### src/rtl/disp_sched_pkg.sv
// disp_sched_pkg
//   Shared definitions for the stereo SAD datapath: the disparity scheduler
//   FSM state encoding and the default datapath sizing constants, which the
//   window mux and adder tree also use so all three stay in step.
package disp_sched_pkg;

    typedef enum logic [1:0] {
        StIdle,
        StIssue,
        StDrain,
        StOutput
    } sched_state_e;

    localparam int unsigned DEFAULT_MAX_DISP     = 16;
    localparam int unsigned DEFAULT_SUM_BITS     = 11;
    localparam int unsigned DEFAULT_TREE_LATENCY = 3;

endpackage

### src/rtl/disp_tag_delay.sv
// disp_tag_delay
//   Fixed-depth shift register that carries the {valid, disp} tag of each
//   tree issue alongside the adder tree, so the tag leaves the last stage in
//   the same cycle the matching window sum arrives.
// Ports:
//   clock    rising-edge clock
//   clear    synchronous clear of every stage
//   data_in  tag entering stage 0
//   data_out tag leaving the last stage
module disp_tag_delay
    import disp_sched_pkg::*;
#(
    parameter int unsigned WIDTH = 5,
    parameter int unsigned DEPTH = DEFAULT_TREE_LATENCY
) (
    input  logic             clock,
    input  logic             clear,
    input  logic [WIDTH-1:0] data_in,
    output logic [WIDTH-1:0] data_out
);

    logic [WIDTH-1:0] stage_q [DEPTH];

    always_ff @(posedge clock) begin
        if (clear) begin
            for (int unsigned i = 0; i < DEPTH; i++) begin
                stage_q[i] <= '0;
            end
        end else begin
            stage_q[0] <= data_in;
            for (int unsigned i = 1; i < DEPTH; i++) begin
                stage_q[i] <= stage_q[i-1];
            end
        end
    end

    assign data_out = stage_q[DEPTH-1];

endmodule

### src/rtl/disparity_scheduler.sv
// disparity_scheduler
//   Sweeps disparities 0..MAX_DISP-1 into the SAD adder tree for each accepted
//   pixel, tracks the tree latency with a tag delay line, and keeps the
//   minimum returning sum (lowest disparity wins ties). The winner is offered
//   downstream over valid/ready.
//   Optional feature macro: DISP_SCHED_TIE_EN adds the out_tie output.
// Ports:
//   clock, reset          clock; synchronous active-high reset
//   pix_valid, pix_ready  pixel handshake (ready only in idle)
//   disp_sel, tree_issue  disparity driven into the tree this cycle
//   sad_in                tree sum, TREE_LATENCY cycles after its issue
//   best_disp, best_sad   winning disparity and its SAD
//   out_valid, out_ready  result handshake
//   out_tie               another disparity matched the best SAD (macro only)
module disparity_scheduler
    import disp_sched_pkg::*;
#(
    parameter int unsigned MAX_DISP     = DEFAULT_MAX_DISP,
    parameter int unsigned DISP_BITS    = $clog2(MAX_DISP),
    parameter int unsigned SUM_BITS     = DEFAULT_SUM_BITS,
    parameter int unsigned TREE_LATENCY = DEFAULT_TREE_LATENCY
) (
    input  logic                 clock,
    input  logic                 reset,
    input  logic                 pix_valid,
    output logic                 pix_ready,
    output logic [DISP_BITS-1:0] disp_sel,
    output logic                 tree_issue,
    input  logic [SUM_BITS-1:0]  sad_in,
    output logic [DISP_BITS-1:0] best_disp,
    output logic [SUM_BITS-1:0]  best_sad,
    output logic                 out_valid,
    input  logic                 out_ready
`ifdef DISP_SCHED_TIE_EN
    ,
    output logic                 out_tie
`endif
);

    localparam logic [DISP_BITS-1:0] LAST_DISP = DISP_BITS'(MAX_DISP - 1);

    sched_state_e         state_q;
    logic                 first_q;
    logic [DISP_BITS:0]   tag_in;
    logic [DISP_BITS:0]   tag_out;
    logic                 tag_valid;
    logic [DISP_BITS-1:0] tag_disp;

    assign tag_in    = {tree_issue, disp_sel};
    assign tag_valid = tag_out[DISP_BITS];
    assign tag_disp  = tag_out[DISP_BITS-1:0];
    assign pix_ready = (state_q == StIdle);

    // Clearing on reset drops any sums still in flight in the tree.
    disp_tag_delay #(
        .WIDTH (DISP_BITS + 1),
        .DEPTH (TREE_LATENCY)
    ) u_tag_delay (
        .clock    (clock),
        .clear    (reset),
        .data_in  (tag_in),
        .data_out (tag_out)
    );

    always_ff @(posedge clock) begin
        if (reset) begin
            state_q    <= StIdle;
            first_q    <= 1'b0;
            disp_sel   <= '0;
            tree_issue <= 1'b0;
            best_disp  <= '0;
            best_sad   <= '0;
            out_valid  <= 1'b0;
`ifdef DISP_SCHED_TIE_EN
            out_tie    <= 1'b0;
`endif
        end else begin
            // Winner-take-all on every returning sum; strict compare keeps
            // the lower disparity on a tie since disparities return in order.
            if (tag_valid) begin
                first_q <= 1'b0;
                if (first_q || (sad_in < best_sad)) begin
                    best_sad  <= sad_in;
                    best_disp <= tag_disp;
`ifdef DISP_SCHED_TIE_EN
                    out_tie   <= 1'b0;
`endif
                end
`ifdef DISP_SCHED_TIE_EN
                else if (sad_in == best_sad) begin
                    out_tie <= 1'b1;
                end
`endif
            end

            unique case (state_q)
                StIdle: begin
                    if (pix_valid) begin
                        state_q    <= StIssue;
                        disp_sel   <= '0;
                        tree_issue <= 1'b1;
                        first_q    <= 1'b1;
`ifdef DISP_SCHED_TIE_EN
                        out_tie    <= 1'b0;
`endif
                    end
                end
                StIssue: begin
                    // The tree has no flow control, so issue never stalls.
                    if (disp_sel == LAST_DISP) begin
                        state_q    <= StDrain;
                        disp_sel   <= '0;
                        tree_issue <= 1'b0;
                    end else begin
                        disp_sel <= disp_sel + 1'b1;
                    end
                end
                StDrain: begin
                    if (tag_valid && (tag_disp == LAST_DISP)) begin
                        state_q   <= StOutput;
                        out_valid <= 1'b1;
                    end
                end
                StOutput: begin
                    if (out_ready) begin
                        state_q   <= StIdle;
                        out_valid <= 1'b0;
                    end
                end
            endcase
        end
    end

endmodule

### config.mk
export PLATFORM = sky130hd
export DESIGN_NAME = disparity_scheduler
export DESIGN_NICKNAME = d
export VERILOG_FILES = /design/src/rtl/disp_sched_pkg.sv /design/src/rtl/disp_tag_delay.sv /design/src/rtl/disparity_scheduler.sv
export SDC_FILE = /design/constraint.sdc
export NUM_CORES = 1
export LEC_CHECK = 0
export CELL_PAD_IN_SITES_DETAIL_PLACEMENT = 1
export CELL_PAD_IN_SITES_GLOBAL_PLACEMENT = 1
export CORE_MARGIN = 3
export CORE_UTILIZATION = 35
export DETAILED_ROUTE_END_ITERATION = 10
export PLACE_DENSITY_LB_ADDON = 0.1
export SETUP_SLACK_MARGIN = 0.3
export SLEW_MARGIN = 20
export SYNTH_ARGS = -nofsm -noshare
export SYNTH_HDL_FRONTEND = slang
export SYNTH_HIERARCHICAL = 1
export SYNTH_SLANG_ARGS = --single-unit
export TNS_END_PERCENT = 1
### constraint.sdc
create_clock -name clock -period 2.3 [get_ports clock]
set_clock_uncertainty 0.15 [all_clocks]
set_input_delay 0.46 -clock clock [delete_from_list [all_inputs] [get_ports clock]]
set_output_delay 0.46 -clock clock [all_outputs]
set_load 0.1 [all_outputs]
==> results of run 1 <==
[cells in the final DEF, fill, tap and decap left out, types with 2 or more instances in the layout]
cell type,n
and3_1,2
inv_1,7
nor2_1,8
buf_12,2
clkdlybuf4s15_2,4
buf_6,2
o21ai_0,2
inv_2,5
clkdlybuf4s50_1,4
buf_4,29
nor3_1,2
and2b_1,2
ha_4,5
nand3_1,3
nor2b_2,7
dfxtp_2,3
and2b_2,3
dlygate4sd2_1,6
nand2b_1,33
nand2_1,6
nor2b_1,6
a21oi_1,10
clkbuf_8,5
dfxtp_1,27
ha_1,9
dfxtp_4,9
mux2i_1,17
[cell type report]
type / count / share of cell area
clock buffers: 6 / 0.0363
clock inverters: 2 / 0.00678
inverters: 12 / 0.0174
multi-input cells: 132 / 0.427
flip-flops and latches: 39 / 0.317
well taps: 70 / 0.0339
repair buffers: 47 / 0.162
[path summary, 6_finish.rpt]
| kind | start | to | slack (ps) | cells after the start |
|---|---|---|---|---|
| max | sad_in[6] | best_disp[1] | 290 | 7 |
| min | u_tag_delay/stage_q[0][6] | u_tag_delay/stage_q[0][11] | 290 | 1 |
| max reg2reg | best_sad[10] | best_disp[1] | 300 | 7 |
| min reg2reg | u_tag_delay/stage_q[0][6] | u_tag_delay/stage_q[0][11] | 290 | 1 |
[metal layers]
layer  GRT usage  wire [microns]  vias up
met5           0               0        -
met4      0.0557              76        0
met3      0.0271             123        7
met2       0.247            2290       25
met1       0.140            1660      687
li1            -               -      725
[registers in the layout (all words and copies together) (netlist names)]
register,flops
tree_issue,1
out_valid,1
disp_sel,4
state_q,2
best_sad,11
best_disp,4
u_tag_delay/stage_q,15
first_q,1
[power breakdown]
group | internal (W) | switching, W
combinational | 0.000266 | 0.000487
clock | 0.000285 | 0.000267
sequential | 0.000724 | 0.0000456
total | 0.00127 | 0.000799
[cell families (layout without fill, tap and decap cells)]
kind of cell	count (synthesis)	in the layout
compound gates	21	21
simple gates	79	79
flops	39	39
mux	17	17
fa+ha+maj	15	15
buf+inv	23	67
[timing repair]
item / 4_1_cts / 5_1_grt
resized for setup: 22 / 4
setup buffers: 5 / 0
endpoints found under the setup margin: 15 / 15
pin swaps: 12 / 3
[through the flow]
stage	area, sq um	cells
after floorplan	2030	194
after global placement	2400	295
after detailed placement	2400	295
after CTS	2560	308
after global routing	2580	308
final	2580	308
==> impl_results.md, run 1 <==
* Adder-Cell Fraction of Synth Area at 0.0980
* Sequential element share of the synthesized area at 0.408
* Clk pin slew, worst setup/hold paths at 90 ps
* Max-cap viol count at 0
* Final Util at 0.497
* Post-synth EDFFs at 0
* Nets@finish at 267
* Via count at 1444
* Slew headroom at 0.694
* Data required, critical path at 2370 ps
* Power per cell area at 802 mW/mm^2
* Fillcell total at 590
* Mapped cell area at 0.00191 sq mm
* I/O pin count at 37
* Xor/xnor share of the synthesized area at 0
* Status: finished, final reports clean
* FF+latch count, synth at 39
* CP peak stage delay at 400 ps
* Layout cells sized above 1 at 0.361
* Final hold viol count at 0
* Worst Path Max Fanout at 7
* First-pass GRT wire length at 6650 microns
* Startpoint Class: input pin
* Min cycle time layout at 2010 ps
* Die H at 80.0 microns
* Area Overhead vs Synth at 35.0%
* Initial Util at 0.368
* Final GP Congestion at 0.785
* Top post-synthesis cells by area: dfxtp_1 (41%), nand2b_1 (11%), ha_1 (9.8%), mux2i_1 (8.9%), nor2b_2 (3.2%)
* Initial antenna violation count at 0
* Syn Inst Count at 194
* Complex-gate fraction of the synthesized area at 0.0817
* Num rows at 26
* Inserted Diodes at 0
* VDD IR max at 0.615 mV
* Dpl hpwl at 3080 microns
* Setup TNS at 0 ps
* CTS tree: done
* Net Count, Synth at 224
* Yosys warnings at 6
* Finish-stage setup viols at 0
* H-tree levels at 2
* Simple-gate portion of the synthesized area at 0.256
* Final setup margin at 286 ps
* GR Overflow Total at 0
* Largest net degree at the start of global routing at 55
* Vias in the first global route at 1530
* Worst slack at placement at -363 ps
* Critical path capture point type: flop
* Top_reg_cell synth: dfxtp_1
* Synth top area share at 0.408
* Iter 0 DRT Violations at 16
* Die width at 80.0 microns
* Slew Limit Fails at 0
* Storage element area at 818 sq um
* WL/cell at 13.5 microns
* First-pass DRT Iterations at 4
* Syn_area_per_cell at 9.87 sq um
* Hold Path Class: flop to flop
* CTS Hold Bufs at 0
* Sink Count at 39
* Post-synthesis async set-or-reset flop share at 0
* Drt total wl at 4150 microns
* CORE AREA at 0.00520 sq mm
* Synth cell types at 32
* Post-route DRC at 0
* CP max stage cell: or3_4
* Synth cell count leaders: dfxtp_1 (39), nand2b_1 (33), mux2i_1 (17)
* Top delay family on crit path: buffers and inverters
* CTS Buf Count at 5
* Post-synthesis mux area share at 0.0889
* Clk_lat worst skew at 300 ps
* Area of the multi-input gates at 0.00110 sq mm
* GRT Util Overall at 0.131
* Overall Power at 0.00207 W
* Count leader, synth: dfxtp_1
* Post-route ant nets at 0
* Max Root-Sink Buffers at 2
* Crit-path cells: dlygate4sd2_1, ha_4, nand2_2, or3_4, a32oi_4, buf_6, mux2i_1
* Worst Tran Pin Value at 454 ps
* Crit path DAT at 2090 ps
* Static leakage at 1.11 nW
* Min Hold Slack at 292 ps
* RSZ-0062 raised after global routing: true
* CTS root buf: clkbuf_8
* Critical path buffer and inverter count at 2
* CP Class: input pin to flop
* Area of the die at 0.00639 sq mm
* Fin crit share at 0.876
* Synth area leader: dfxtp_1
* DR vias/cell at 4.69
* F_max at 496 MHz
* Number of port buffers at 36
* Main combinational cell family by area after synthesis: simple AND/OR/NAND/NOR gates
Power figures use the tool's default switching activity.
==> run 2, diff against run 1 <==
--- a/config.mk
+++ b/config.mk
@@ -9,6 +9,7 @@
 export CELL_PAD_IN_SITES_GLOBAL_PLACEMENT = 1
 export CORE_MARGIN = 3
 export CORE_UTILIZATION = 35
+export CTS_CLUSTER_DIAMETER = 50
 export DETAILED_ROUTE_END_ITERATION = 10
 export PLACE_DENSITY_LB_ADDON = 0.1
 export SETUP_SLACK_MARGIN = 0.3
==> results of run 2 <==
Final layout, timing and power as in run 1 (identical DEF).
==> run 3, diff against run 2 <==
--- a/config.mk
+++ b/config.mk
@@ -8,9 +8,10 @@
 export CELL_PAD_IN_SITES_DETAIL_PLACEMENT = 1
 export CELL_PAD_IN_SITES_GLOBAL_PLACEMENT = 1
 export CORE_MARGIN = 3
-export CORE_UTILIZATION = 35
+export CORE_UTILIZATION = 30
 export CTS_CLUSTER_DIAMETER = 50
 export DETAILED_ROUTE_END_ITERATION = 10
+export MAX_ROUTING_LAYER = met4
 export PLACE_DENSITY_LB_ADDON = 0.1
 export SETUP_SLACK_MARGIN = 0.3
 export SLEW_MARGIN = 20
==> run 3 against run 2 <==
Net effect: register-to-register slack lost 20 ps; via count grew 0.97%; non-clock buffer count is the same.
==> impl_results.md, run 3 (synthesis results as in run 1) <==
* CTS root buf: clkbuf_8
* CP Class: input pin to flop
* Worst r2r src: best_sad[8]
* Via count at 1458
* Clock network power share at 0.264
* Nets@finish at 267
* CP peak stage delay at 400 ps
* DR vias/cell at 4.66
* Slew Limit Fails at 0
* Hold Path Class: flop to flop
* Top reg by flops: u_tag_delay/stage_q
* Clk pin slew, worst setup/hold paths at 90 ps
* Sequential Power Share at 0.373
* Drt total wl at 4160 microns
* F_max at 492 MHz
* FF-to-FF path depth at 8
* Final hold viol count at 0
* Hold depth at 1
* Power per cell area at 803 mW/mm^2
* WL/cell at 13.3 microns
* Sw frac at 0.386
* Critical path capture point type: flop
* Worst reg2reg setup slack at 280 ps
* Top delay family on crit path: buffers and inverters
* Biggest regs: u_tag_delay/stage_q (15), best_sad (11)
* First-pass DRT Iterations at 4
* Die H at 85.9 microns
* Number of port buffers at 36
* Dpl hpwl at 3240 microns
* CORE AREA at 0.00606 sq mm
* Die width at 85.9 microns
* Switching pwr at 0.000799 W
* RSZ-0062 raised after global routing: true
* Post-route DRC at 0
* Vias in the first global route at 1517
* H-tree levels at 2
* Sink Count at 39
* Max reg flops at 15
* Crit path DAT at 2090 ps
* Gate power share at 0.363
* Slew headroom at 0.662
* Post-route ant nets at 0
* Critical path buffer and inverter count at 2
* CP max stage cell: or3_4
* Largest net degree at the start of global routing at 28
* Area of the die at 0.00738 sq mm
* WHS Endpoint: u_tag_delay/stage_q[0][8]
* Max Root-Sink Buffers at 2
* Layout cells sized above 1 at 0.366
* Num rows at 28
* RR Endpoint: best_disp[3]
* I/O pin count at 37
* Startpoint Class: input pin
* CTS Buf Count at 5
* GR Overflow Total at 0
* Iter 0 DRT Violations at 17
* CTS tree: done
* VDD IR max at 0.485 mV
* Clk_lat worst skew at 290 ps
* Initial antenna violation count at 0
* Data required, critical path at 2360 ps
* Crit-path cells: dlygate4sd2_1, ha_4, nand2_2, or3_4, a32oi_4, buf_6, mux2i_1
* Fin crit share at 0.883
* Inserted Diodes at 0
* Int Power at 0.00127 W
* GRT Util Overall at 0.124
* Initial Util at 0.316
* Max-cap viol count at 0
* Finish-stage setup viols at 0
* First-pass GRT wire length at 7110 microns
* Static leakage at 1.10 nW
* Most common cell after layout, fill and taps aside: nand2b_1
* Worst Tran Pin Value at 502 ps
* Area Overhead vs Synth at 34.5%
* Final GP Congestion at 0.843
* Overall Power at 0.00207 W
* Hold Path Origin: u_tag_delay/stage_q[0][3]
* CTS Hold Bufs at 0
* Min cycle time layout at 2030 ps
* Worst Path Max Fanout at 6
* Worst slack at placement at -421 ps
* Final setup margin at 268 ps
* Status: finished, final reports clean
* Most frequent cells in the layout: nand2b_1 (33), buf_4 (30), dfxtp_1 (27)
[run 3: changes by cell type in the layout (fill, tap and decap cells not counted), sizes merged]
| cell | delta |
|---|---|
| clkinv | -1 |
| clkinvlp | +1 |
[run 3: per-stage QoR]
stage,TNS (ps),cell area (sq um),util,hold WS (ps),cells
4_1_cts,0,2570,0.424,297,313
6_report,0,2570,0.425,289,313
3_3_place_gp,-4670,2410,0.398,266,302
2_1_floorplan,0,2030,-,261,194
5_1_grt,0,2570,0.425,310,313
3_5_place_dp,-5770,2410,0.398,278,302
[run 3: worst max-delay path by stage]
stage | from | end | depth (start not counted)
after floorplan | best_sad[9] | best_sad[3] | 7
after global placement | sad_in[6] | best_sad[3] | 8
after detailed placement | sad_in[6] | best_sad[6] | 8
after CTS | best_sad[9] | best_sad[3] | 7
after global routing | best_sad[9] | best_sad[3] | 7
final | sad_in[6] | best_sad[3] | 7
[run 3: power groups by stage]
stage / registers [W] / clock network [W] / logic, W
finish: 0.000771 / 0.000546 / 0.000751
global route: 0.000782 / 0.000602 / 0.000813
floorplan: 0.000947 / 0 / 0.000387
global placement: 0.000784 / 0 / 0.000731
CTS: 0.000772 / 0.000571 / 0.000760
detailed placement: 0.000788 / 0 / 0.000753
[run 3: final cells by class]
| type | instances | area (sq um) |
|---|---|---|
| Fill cell | 704 | 3490 |
| Timing Repair Buffer | 47 | 405 |
| Tap cell | 75 | 93.8 |
| Inverter | 12 | 45.0 |
| Clock buffer | 6 | 93.8 |
| Sequential cell | 39 | 818 |
| Clock inverter | 2 | 16.3 |
| Multi-Input combinational cell | 132 | 1100 |
[run 3: worst register-to-register path, stage by stage (launching register included)]
cell and delay (ps):
dfxtp_4 360, inv_2 40, ha_4 240, a21oi_1 190, nor2_2 70, a2111oi_4 370, a32oi_4 190, buf_4 190
mux2i_1 120
[run 3: timing repair]
| action | in CTS | in global routing |
|---|---|---|
| setup buffers | 3 | 0 |
| pin swaps | 10 | 3 |
| setup endpoints to repair | 15 | 15 |
| cloned | 0 | 0 |
| endpoints found under the hold margin | 0 | 0 |
| gates resized for setup | 24 | 2 |
[run 3: metal layers]
layer  part of all wire  global-route usage
met5                  0                   -
met2               0.54               0.226
met1               0.41               0.136
met3              0.041              0.0288
met4              0.010              0.0259
